## config.mk

```make
export PLATFORM = sky130hd
export DESIGN_NAME = conv_result_streamer
export DESIGN_NICKNAME = d
export VERILOG_FILES = /design/src/rtl/conv_result_streamer.sv
export SDC_FILE = /design/constraint.sdc
export NUM_CORES = 1
export LEC_CHECK = 0
export ABC_AREA = 1
export ABC_CLOCK_PERIOD_IN_PS = 29000
export CELL_PAD_IN_SITES_DETAIL_PLACEMENT = 0
export CELL_PAD_IN_SITES_GLOBAL_PLACEMENT = 1
export CORE_MARGIN = 1.5
export CORE_UTILIZATION = 42
export CTS_CLUSTER_SIZE = 14
export DETAILED_ROUTE_END_ITERATION = 8
export PLACE_DENSITY_LB_ADDON = 0.1
export SETUP_SLACK_MARGIN = 0.15
export SYNTH_ARGS = -nofsm -noshare
export SYNTH_HDL_FRONTEND = slang
export SYNTH_SLANG_ARGS = --single-unit
```

## constraint.sdc

```tcl
create_clock -name clk -period 29 [get_ports clk]
set_clock_uncertainty 0.1 [all_clocks]
set_input_delay 4.35 -clock clk [delete_from_list [all_inputs] [get_ports clk]]
set_output_delay 4.35 -clock clk [all_outputs]
set_load 0.005 [all_outputs]
```

## src/rtl/conv_result_streamer.sv

```systemverilog
// Snapshots a ROWSxCOLS signed Conv result frame on out_st and streams it row-major over valid/ready.
// Optional build macro CONV_STREAM_RELU_EN clamps negative elements to zero at the output.
module conv_result_streamer #(
  parameter int unsigned ROWS = 6,
  parameter int unsigned COLS = 6,
  parameter int unsigned DW   = 16
) (
  input  logic                                clk,
  input  logic                                reset,
  input  logic                                out_st,
  input  logic [ROWS-1:0][COLS-1:0][DW-1:0]   frame_in,
  input  logic                                m_ready,
  input  logic                                ovf_clr,
  output logic                                m_valid,
  output logic [DW-1:0]                       m_data,
  output logic [2:0]                          m_line,
  output logic [2:0]                          m_row,
  output logic                                m_last,
  output logic                                busy,
  output logic                                ovf,
  output logic [7:0]                          frame_cnt
);

  localparam int unsigned IW = 3;
  localparam int unsigned CW = 8;
  localparam logic        FIRST_IS_LAST = (ROWS == 1) && (COLS == 1);

  typedef enum logic {IDLE, STREAM} state_e;

  state_e                             state_q, state_d;
  logic [ROWS-1:0][COLS-1:0][DW-1:0]  buf_q;
  logic [IW-1:0]                      line_q, line_d, row_q, row_d;
  logic [IW-1:0]                      nxt_line, nxt_row;
  logic [DW-1:0]                      data_q, data_d;
  logic                               valid_q, valid_d, last_q, last_d;
  logic                               busy_q, busy_d, ovf_q, ovf_d;
  logic [CW-1:0]                      cnt_q, cnt_d;
  logic                               xfer, capture, drop;

  // Output shaping of one element; indices and handshake are unaffected.
  function automatic logic [DW-1:0] shape(input logic [DW-1:0] e);
`ifdef CONV_STREAM_RELU_EN
    return e[DW-1] ? '0 : e;
`else
    return e;
`endif
  endfunction

  assign xfer    = valid_q & m_ready;
  // A new frame is accepted when idle or exactly as the last beat leaves.
  assign capture = out_st & ((state_q == IDLE) | (xfer & last_q));
  assign drop    = out_st & (state_q == STREAM) & ~(xfer & last_q);

  always_comb begin
    nxt_row  = row_q + IW'(1);
    nxt_line = line_q;
    if (row_q == IW'(COLS - 1)) begin
      nxt_row  = '0;
      nxt_line = line_q + IW'(1);
    end
  end

  always_comb begin
    state_d = state_q;
    line_d  = line_q;
    row_d   = row_q;
    data_d  = data_q;
    valid_d = valid_q;
    last_d  = last_q;
    busy_d  = busy_q;
    cnt_d   = cnt_q;
    ovf_d   = ovf_q;

    if (ovf_clr) ovf_d = 1'b0;
    if (drop)    ovf_d = 1'b1;

    case (state_q)
      IDLE: ;
      STREAM: begin
        if (xfer) begin
          if (last_q) begin
            cnt_d   = cnt_q + CW'(1);
            state_d = IDLE;
            valid_d = 1'b0;
            busy_d  = 1'b0;
            line_d  = '0;
            row_d   = '0;
            data_d  = '0;
            last_d  = 1'b0;
          end else begin
            line_d = nxt_line;
            row_d  = nxt_row;
            data_d = shape(buf_q[nxt_line][nxt_row]);
            last_d = (nxt_line == IW'(ROWS - 1)) && (nxt_row == IW'(COLS - 1));
          end
        end
      end
      default: state_d = IDLE;
    endcase

    // First beat comes straight from frame_in so there is no bubble.
    if (capture) begin
      state_d = STREAM;
      valid_d = 1'b1;
      busy_d  = 1'b1;
      line_d  = '0;
      row_d   = '0;
      data_d  = shape(frame_in[0][0]);
      last_d  = FIRST_IS_LAST;
    end
  end

  always_ff @(posedge clk or negedge reset) begin
    if (!reset) begin
      state_q <= IDLE;
      line_q  <= '0;
      row_q   <= '0;
      data_q  <= '0;
      valid_q <= 1'b0;
      last_q  <= 1'b0;
      busy_q  <= 1'b0;
      ovf_q   <= 1'b0;
      cnt_q   <= '0;
    end else begin
      state_q <= state_d;
      line_q  <= line_d;
      row_q   <= row_d;
      data_q  <= data_d;
      valid_q <= valid_d;
      last_q  <= last_d;
      busy_q  <= busy_d;
      ovf_q   <= ovf_d;
      cnt_q   <= cnt_d;
    end
  end

  // Frame buffer needs no reset; it is only read after a capture.
  always_ff @(posedge clk) begin
    if (capture) buf_q <= frame_in;
  end

  assign m_valid   = valid_q;
  assign m_data    = data_q;
  assign m_line    = line_q;
  assign m_row     = row_q;
  assign m_last    = last_q;
  assign busy      = busy_q;
  assign ovf       = ovf_q;
  assign frame_cnt = cnt_q;

endmodule

```

==> results of run 1 <==
[power by group]
| group | internal, uW | switching [uW] | total (uW) |
|---|---|---|---|
| logic | 372 | 815 | 1190 |
| registers | 984 | 27.7 | 1010 |
| clock network | 484 | 355 | 839 |
| total | 1840 | 1200 | 3040 |
[sequential cells by signal (all words and copies together) (netlist names)]
signal,count
m_row,3
buf_q,576
ovf,1
m_line,3
frame_cnt,8
state_q,1
m_data,16
busy,1
m_last,1
[placed cells by master, fill, tap and decap left out, types with 2 or more instances in the layout]
master             n
ha_1               2
nand3_1          485
buf_12             2
a21oi_1           17
clkdlybuf4s50_1  613
nand2_8            2
clkinv_2          16
xnor2_1            3
inv_6              5
clkinv_1          14
o21ai_0           33
clkbuf_8           2
bufinv_16          3
inv_2              2
xor2_1             4
clkbuf_1          18
edfxtp_1         576
nand2_1          657
diode_2           16
buf_4             16
inv_1            477
nor2_4             2
nor2_1            85
o22ai_1            4
nand4_1            2
nand3b_1          48
o21ai_1            3
clkbuf_16         71
dfrtp_1           33
nand2_4            2
nor3_1             2
[layer usage]
layer / GRT usage / vias up
met1: 0.326 / 9652
met5: 0 / -
met2: 0.460 / 651
met3: 0.0659 / 126
li1: - / 9571
met4: 0.0795 / 20
[worst max-delay path by stage]
stage	depth (start not counted)	slack, ns	to
final	9	21.75	buf_q[519]$_DFFE_PP_
after global routing	9	21.67	buf_q[480]$_DFFE_PP_
after CTS	9	21.92	buf_q[535]$_DFFE_PP_
after detailed placement	9	21.26	buf_q[385]$_DFFE_PP_
after global placement	9	21.35	buf_q[385]$_DFFE_PP_
after floorplan	7	7.07	buf_q[0]$_DFFE_PP_
[area by class of cell]
| class | count | area (um^2) | area share |
|---|---|---|---|
| flip-flops and latches | 610 | 18200 | 0.509 |
| repair buffers | 632 | 6300 | 0.177 |
| multi-input cells | 1359 | 6170 | 0.173 |
| clock buffers | 91 | 1870 | 0.0525 |
| inverters | 482 | 1810 | 0.0508 |
| well taps | 846 | 1060 | 0.0297 |
| clock inverters | 38 | 274 | 0.00768 |
| diodes | 16 | 40.0 | 0.00112 |
[logic make-up after synthesis]
| logic type | after synthesis | synth area share |
|---|---|---|
| AND/OR/NAND/NOR | 1288 | 0.213 |
| buffers and inverters | 615 | 0.0918 |
| XOR/XNOR | 8 | 0.00290 |
| adder cells (fa/ha/maj) | 2 | 0.000936 |
| multiplexers | 1 | 0.000421 |
| flip-flops | 610 | 0.679 |
| AO/OA/AOI/OAI | 60 | 0.0119 |
[stage by stage]
step	total power, uW	hold slack, ns	util	worst slack (ns)	instance area [um^2]
6_report	3040	0.399	0.567	21.75	35700
5_1_grt	3210	0.413	0.566	21.67	35700
4_1_cts	3080	0.405	0.566	21.92	35600
3_5_place_dp	2240	0.398	0.532	21.26	33500
3_3_place_gp	2230	0.361	0.532	21.35	33500
2_1_floorplan	1740	0.368	-	7.07	26700
==> metrics, run 1 <==
PortBufs 614; first-pass GRT wire length 124 mm; Tmin final 7.25 ns; # hold bufs at CTS 0; CP max-delay cell buf_4; final worst path period share 0.250; hold endpoint frame_cnt[7]$_DFFE_PN0P_; worst r2r path cells 15; maxcap violations 0; dpl cells 3929; Post-DP HPWL 61.4 mm; yosys warns 0; routed length on met2 44.8 mm; crit path max fanout 195; worst reg2reg endpoint m_data[15]$_DFFE_PN0P_; highest routed layer met5; Yosys top cell area share 0.647; Netlist Area Pre-Place 26700 um^2; slew at the pin with the worst max-slew slack 1.35 ns; Leak 0.0147 uW; DR vias/cell 4.91; Post-Syn Nets 3167; R2R setup slack 23.51 ns; layout cells sized above 1 0.0420; Routability Congestion 0.839; count of pins over their slew limit 0; hold_sp frame_cnt[7]$_DFFE_PN0P_; Buf/Inv on CP 5; drt wl/cell 21.5 um; Site Rows 92; GRT Residual Overflow 0; Cell Pwr Density 85.2 nW/um^2; Clock Latency Late Sink 0.61 ns; largest net degree at the start of global routing 196; GRT Util Overall 0.265; Layout Cells excl Fill 4074; die area 65100 um^2; Fin Setup TNS 0 ns; CTS clk-pin slew, worst paths 0.06 ns; DR iter-0 viols 1835; Worst VDD drop 0.0000712 V; H-tree depth 3; drt drc 0; slew margin rel. 0.0997; worst hold path type reg -> reg; Final setup viols 0; final WL 87.8 mm; ranking of synthesized cells by area edfxtp_1, nand2_1, nand3_1, inv_1, dfrtp_1; clock sinks 610; Max Freq 0.138 GHz; Yosys reg bits 610; Post-Route M1 WL 34.0 mm; hold depth 1; vias in the first global route 19600; Most common cell on crit path nand2_1; synthesized instance count 2584; Die Span X 255 um; CTS tree yes; reg2reg start m_row[0]$_DFFE_PN0P_; initial core utilization 0.424; Hold Vio Cnt, Final 0; Max clock buf depth 3; Most used DFF post-synth edfxtp_1; post_cts resized 0; Setup CP Type in -> reg; DR WL met3 6.75 mm; cell accounting for the most synthesized area edfxtp_1; setup bufs post-CTS 0; number of fillers in the final layout 5529; Critical Path Max Stage Delay 0.93 ns; Antenna Nets Post-Route 0; Post-synth ARST share 0.0557; die extent in y 255 um; nets@finish 3738; critical path required time 29.12 ns; via count 20000; Pre-antenna DRT Iters 5; CP arrival 7.37 ns; CP top delay family buffers and inverters; Netlist cell types 33; Critical Path Start Type input port; Inserted Clock Buffers 70; RSZ-0062 raised after global routing false; Critical Path End Type flop; EDFF count, synth 576; I/O pin count 615; CP startpoint m_ready; core area 63000 um^2; Mapped Avg Cell Area 10.3 um^2; Root Buffer clkbuf_16; Synth top cells by count nand2_1, edfxtp_1, nand3_1; sequential share of the synthesized area 0.679; initial antenna violation count 26; area delta synth->final 33.6%; CP Cell Sequence clkdlybuf4s50_1, nand2_1, inv_1, nand2_1, nand2_1, inv_1, nor2_4, buf_12, buf_4; most frequent cell after synthesis nand2_1; status complete, no violations
No activity file was read; power rests on OpenSTA's default activity.
==> run 2: changes to the inputs <==
--- a/config.mk
+++ b/config.mk
@@ -6,11 +6,11 @@
 export NUM_CORES = 1
 export LEC_CHECK = 0
 export ABC_AREA = 1
-export ABC_CLOCK_PERIOD_IN_PS = 29000
+export ABC_CLOCK_PERIOD_IN_PS = 7200
 export CELL_PAD_IN_SITES_DETAIL_PLACEMENT = 0
 export CELL_PAD_IN_SITES_GLOBAL_PLACEMENT = 1
 export CORE_MARGIN = 1.5
-export CORE_UTILIZATION = 42
+export CORE_UTILIZATION = 39
 export CTS_CLUSTER_SIZE = 14
 export DETAILED_ROUTE_END_ITERATION = 8
 export PLACE_DENSITY_LB_ADDON = 0.1
==> constraint.sdc (replaced) <==
create_clock -name clk -period 7.2 [get_ports clk]
set_clock_uncertainty 0.1 [all_clocks]
set_input_delay 1.08 -clock clk [delete_from_list [all_inputs] [get_ports clk]]
set_output_delay 1.08 -clock clk [all_outputs]
set_load 0.005 [all_outputs]
==> metrics, run 2 (synthesis gave the netlist of run 1 again) <==
status complete, no violations; GRT Residual Overflow 0; I/O pin count 615; internal power 7590 uW; CP arrival 5.04 ns; dpl cells 3959; Inserted Clock Buffers 69; PortBufs 614; count of pins over their slew limit 0; Fin Setup TNS 0 ns; Cell Pwr Density 349 nW/um^2; Post-DP HPWL 68.5 mm; post_cts resized 0; first-pass GRT wire length 138 mm; Critical Path Start Type flop; Routability Congestion 0.928; initial core utilization 0.396; drt wl/cell 23.4 um; Final setup viols 0; CTS clk-pin slew, worst paths 0.06 ns; maxcap violations 0; H-tree depth 3; layout cells sized above 1 0.0461; CTS tree yes; via count 20700; slew at the pin with the worst max-slew slack 1.34 ns; Root Buffer clkbuf_16; Leak 0.0148 uW; Critical Path End Type flop; Reg power frac 0.325; Max clock buf depth 3; Biggest register buf_q; Pre-antenna DRT Iters 6; part of the power in the clock network 0.288; vias in the first global route 20700; crit path max fanout 122; critical path required time 7.64 ns; DR iter-0 viols 1917; Antenna Nets Post-Route 0; clock sinks 610; area delta synth->final 34.6%; max FFs per register 576; final WL 96.1 mm; Max Freq 0.217 GHz; combinational share of power 0.386; die extent in y 265 um; Tmin final 4.60 ns; Die Span X 265 um; initial antenna violation count 31; most common cell after layout, fill and taps aside nand2_1; core area 67500 um^2; Layout Cells excl Fill 4112; Site Rows 95; largest net degree at the start of global routing 160; RSZ-0062 raised after global routing false; post-layout power 12600 uW; Clock Latency Late Sink 0.61 ns; commonest non-fill, non-tap cells in the layout nand2_1, clkdlybuf4s50_1, edfxtp_1, nand3_1, inv_1; DR vias/cell 5.04; setup bufs post-CTS 0; Hold Vio Cnt, Final 0; worst hold path type reg -> reg; Net Sw Frac 0.395; Sw Pwr 4960 uW; final worst path period share 0.639; Worst VDD drop 0.000388 V; GRT Util Overall 0.272; die area 70100 um^2; drt drc 0; nets@finish 3740; Setup CP Type reg -> reg; slew margin rel. 0.110; # hold bufs at CTS 0
-- run 2: worst paths after layout --
path	start	endpoint	slack, ns	cells after the start
setup / recovery	m_row[0]$_DFFE_PN0P_	m_data[2]$_DFFE_PN0P_	2.60	13
setup reg to reg	m_row[0]$_DFFE_PN0P_	m_data[2]$_DFFE_PN0P_	2.60	13
min in group asynchronous	reset	frame_cnt[1]$_DFFE_PN0P_	0.51	1
hold reg to reg	frame_cnt[7]$_DFFE_PN0P_	frame_cnt[7]$_DFFE_PN0P_	0.40	1
hold / removal	frame_cnt[7]$_DFFE_PN0P_	frame_cnt[7]$_DFFE_PN0P_	0.40	1
max in group asynchronous	reset	m_row[0]$_DFFE_PN0P_	5.78	1
-- run 2: per-layer routing --
layer	vias to the layer above	global-route usage	part of all wire	wire, um
met5	-	0	0.00044	42
met4	6	0.128	0.041	3980
met1	10100	0.337	0.39	37300
li1	9596	-	-	-
met3	163	0.0518	0.068	6530
met2	867	0.460	0.50	48300
-- run 2: critical path, cell delays in order (launching register included) --
cell and delay (ns):
dfrtp_4 0.75, nand3_4 0.19, nand2_4 0.78, nand2_8 0.78, buf_4 0.61, nand2_1 0.14, nand3_1 0.09, nand3_1 0.18
nand3_1 0.24, nand2_1 0.16, inv_1 0.10, nand2_1 0.08, nand3_1 0.07, a21oi_1 0.13
-- run 2: final cells by class --
cell class                      count  area, um^2
Multi-Input combinational cell   1359        6170
Antenna cell                       28        70.1
Fill cell                        6009       31600
Clock inverter                     43         475
Sequential cell                   610       18200
Inverter                          482        1810
Timing Repair Buffer              635        6350
Tap cell                          873        1090
Clock buffer                       82        1830
-- run 2: power by group through the flow --
stage | clock [uW] | combinational [uW] | sequential (uW)
finish | 3620 | 4850 | 4080
global route | 3810 | 5310 | 4090
CTS | 3680 | 4910 | 4080
detailed placement | 0 | 4890 | 4160
global placement | 0 | 4900 | 4150
floorplan | 0 | 2910 | 4100
-- run 2: metrics by stage --
step	hold slack, ns	cell area, um^2	worst slack, ns	util
after global routing	0.429	35900	2.24	0.532
after CTS	0.406	35900	2.51	0.531
after global placement	0.364	33600	2.60	0.497
after floorplan	0.368	26700	0.656	-
after detailed placement	0.398	33600	2.54	0.497
final	0.401	35900	2.60	0.532
==> run 3: changes to the inputs <==
--- a/config.mk
+++ b/config.mk
@@ -6,11 +6,11 @@
 export NUM_CORES = 1
 export LEC_CHECK = 0
 export ABC_AREA = 1
-export ABC_CLOCK_PERIOD_IN_PS = 7200
+export ABC_CLOCK_PERIOD_IN_PS = 3800
 export CELL_PAD_IN_SITES_DETAIL_PLACEMENT = 0
 export CELL_PAD_IN_SITES_GLOBAL_PLACEMENT = 1
 export CORE_MARGIN = 1.5
-export CORE_UTILIZATION = 39
+export CORE_UTILIZATION = 35
 export CTS_CLUSTER_SIZE = 14
 export DETAILED_ROUTE_END_ITERATION = 8
 export PLACE_DENSITY_LB_ADDON = 0.1
==> constraint.sdc (replaced) <==
create_clock -name clk -period 3.8 [get_ports clk]
set_clock_uncertainty 0.1 [all_clocks]
set_input_delay 0.57 -clock clk [delete_from_list [all_inputs] [get_ports clk]]
set_output_delay 0.57 -clock clk [all_outputs]
set_load 0.005 [all_outputs]
==> metrics, run 3 (synthesis gave the netlist of run 1 again) <==
status complete, no violations; # hold bufs at CTS 0; DR vias/cell 4.80; Critical Path Start Type flop; CP arrival 2.55 ns; setup bufs post-CTS 0; slew at the pin with the worst max-slew slack 0.943 ns; count of pins over their slew limit 0; PortBufs 614; nets@finish 3767; die area 78000 um^2; FF/Latch Area 18200 um^2; Die Span X 279 um; DR iter-0 viols 1449; number of fillers in the final layout 7064; combinational share of power 0.401; worst hold margin 0.0000729 ns; Critical Path End Type output pin; GRT Util Overall 0.242; Reg power frac 0.317; final instance area 36400 um^2; Leak 0.0150 uW; clock sinks 610; Post-DP HPWL 69.3 mm; crit path max fanout 67; Final setup viols 0; Fin Setup TNS 0 ns; Pre-antenna DRT Iters 7; RSZ-0062 raised after global routing false; initial core utilization 0.353; Site Rows 101; GRT Residual Overflow 0; slew margin rel. 0.371; Sw Pwr 9580 uW; area delta synth->final 36.2%; CTS clk-pin slew, worst paths 0.06 ns; Post-Place Setup Slack 0.513 ns; Net Sw Frac 0.396; Max clock buf depth 3; CTS tree yes; Inserted Clock Buffers 72; Max Freq 0.311 GHz; Area after DPL 34100 um^2; first-pass GRT wire length 136 mm; Hold Vio Cnt, Final 0; Setup CP Type reg -> out; Worst VDD drop 0.000646 V; I/O pin count 615; vias in the first global route 20200; Clock Latency Late Sink 0.61 ns; internal power 14600 uW; drt drc 0; die extent in y 279 um; Tmin final 3.22 ns; post-route setup slack 0.580 ns; final WL 95.7 mm; worst hold path type in -> async; part of the power in the clock network 0.282; Biggest register buf_q; commonest non-fill, non-tap cells in the layout nand2_1, clkdlybuf4s50_1, edfxtp_1, nand3_1, inv_1; maxcap violations 0; Cell Pwr Density 665 nW/um^2; post_cts resized 0; max FFs per register 576; Antenna Nets Post-Route 0; R2R setup slack 0.62 ns; layout cells sized above 1 0.0507; initial antenna violation count 16; core area 75700 um^2; Routability Congestion 0.844; via count 20300; Root Buffer clkbuf_16; critical path required time 3.13 ns; drt wl/cell 22.6 um; most common cell after layout, fill and taps aside nand2_1; H-tree depth 3; Multi-input gate area 6170 um^2; post-layout util 0.481; final worst path period share 0.847; largest net degree at the start of global routing 137
[run 3: area by class of cell]
type                    count  area share
clock buffers              89      0.0525
clock inverters            37      0.0103
well taps                 978      0.0336
diodes                     12    0.000825
multi-input cells        1359       0.170
inverters                 482      0.0498
flip-flops and latches    610       0.499
repair buffers            659       0.184
[run 3: power groups by stage]
stage	combinational [uW]	sequential, uW	clock (uW)
6_report	9710	7660	6830
5_1_grt	10700	7680	7230
4_1_cts	9920	7660	7000
3_5_place_dp	9890	7800	0
3_3_place_gp	9880	7800	0
2_1_floorplan	5530	7760	0
[run 3: path summary, 6_finish.rpt]
check,from,depth (start not counted),end
max in group asynchronous,reset,1,m_row[0]$_DFFE_PN0P_
min in group clk,frame_cnt[7]$_DFFE_PN0P_,1,frame_cnt[7]$_DFFE_PN0P_
worst max register to register,m_row[2]$_DFFE_PN0P_,15,m_data[11]$_DFFE_PN0P_
worst min-delay path,reset,1,frame_cnt[0]$_DFFE_PN0P_
worst min register to register,frame_cnt[7]$_DFFE_PN0P_,1,frame_cnt[7]$_DFFE_PN0P_
worst max-delay path,m_row[0]$_DFFE_PN0P_,2,m_row[0]
[run 3: metrics by stage]
stage	total power, uW	instances
finish	24200	4226
global route	25600	4221
CTS	24600	4214
detailed placement	17700	4088
global placement	17700	4088
floorplan	13300	2584
[run 3: critical path: stages (launching register included)]
cell	delay (ns)
dfrtp_4	0.48
buf_4	0.73
clkdlybuf4s50_1	0.69
[run 3: metal layers]
layer | global-route usage | vias to the layer above | wire [um]
met4 | 0.0778 | 14 | 2640
met3 | 0.0448 | 130 | 6000
met1 | 0.305 | 9825 | 38700
met5 | 0 | - | 96
met2 | 0.419 | 671 | 48300
li1 | - | 9639 | -
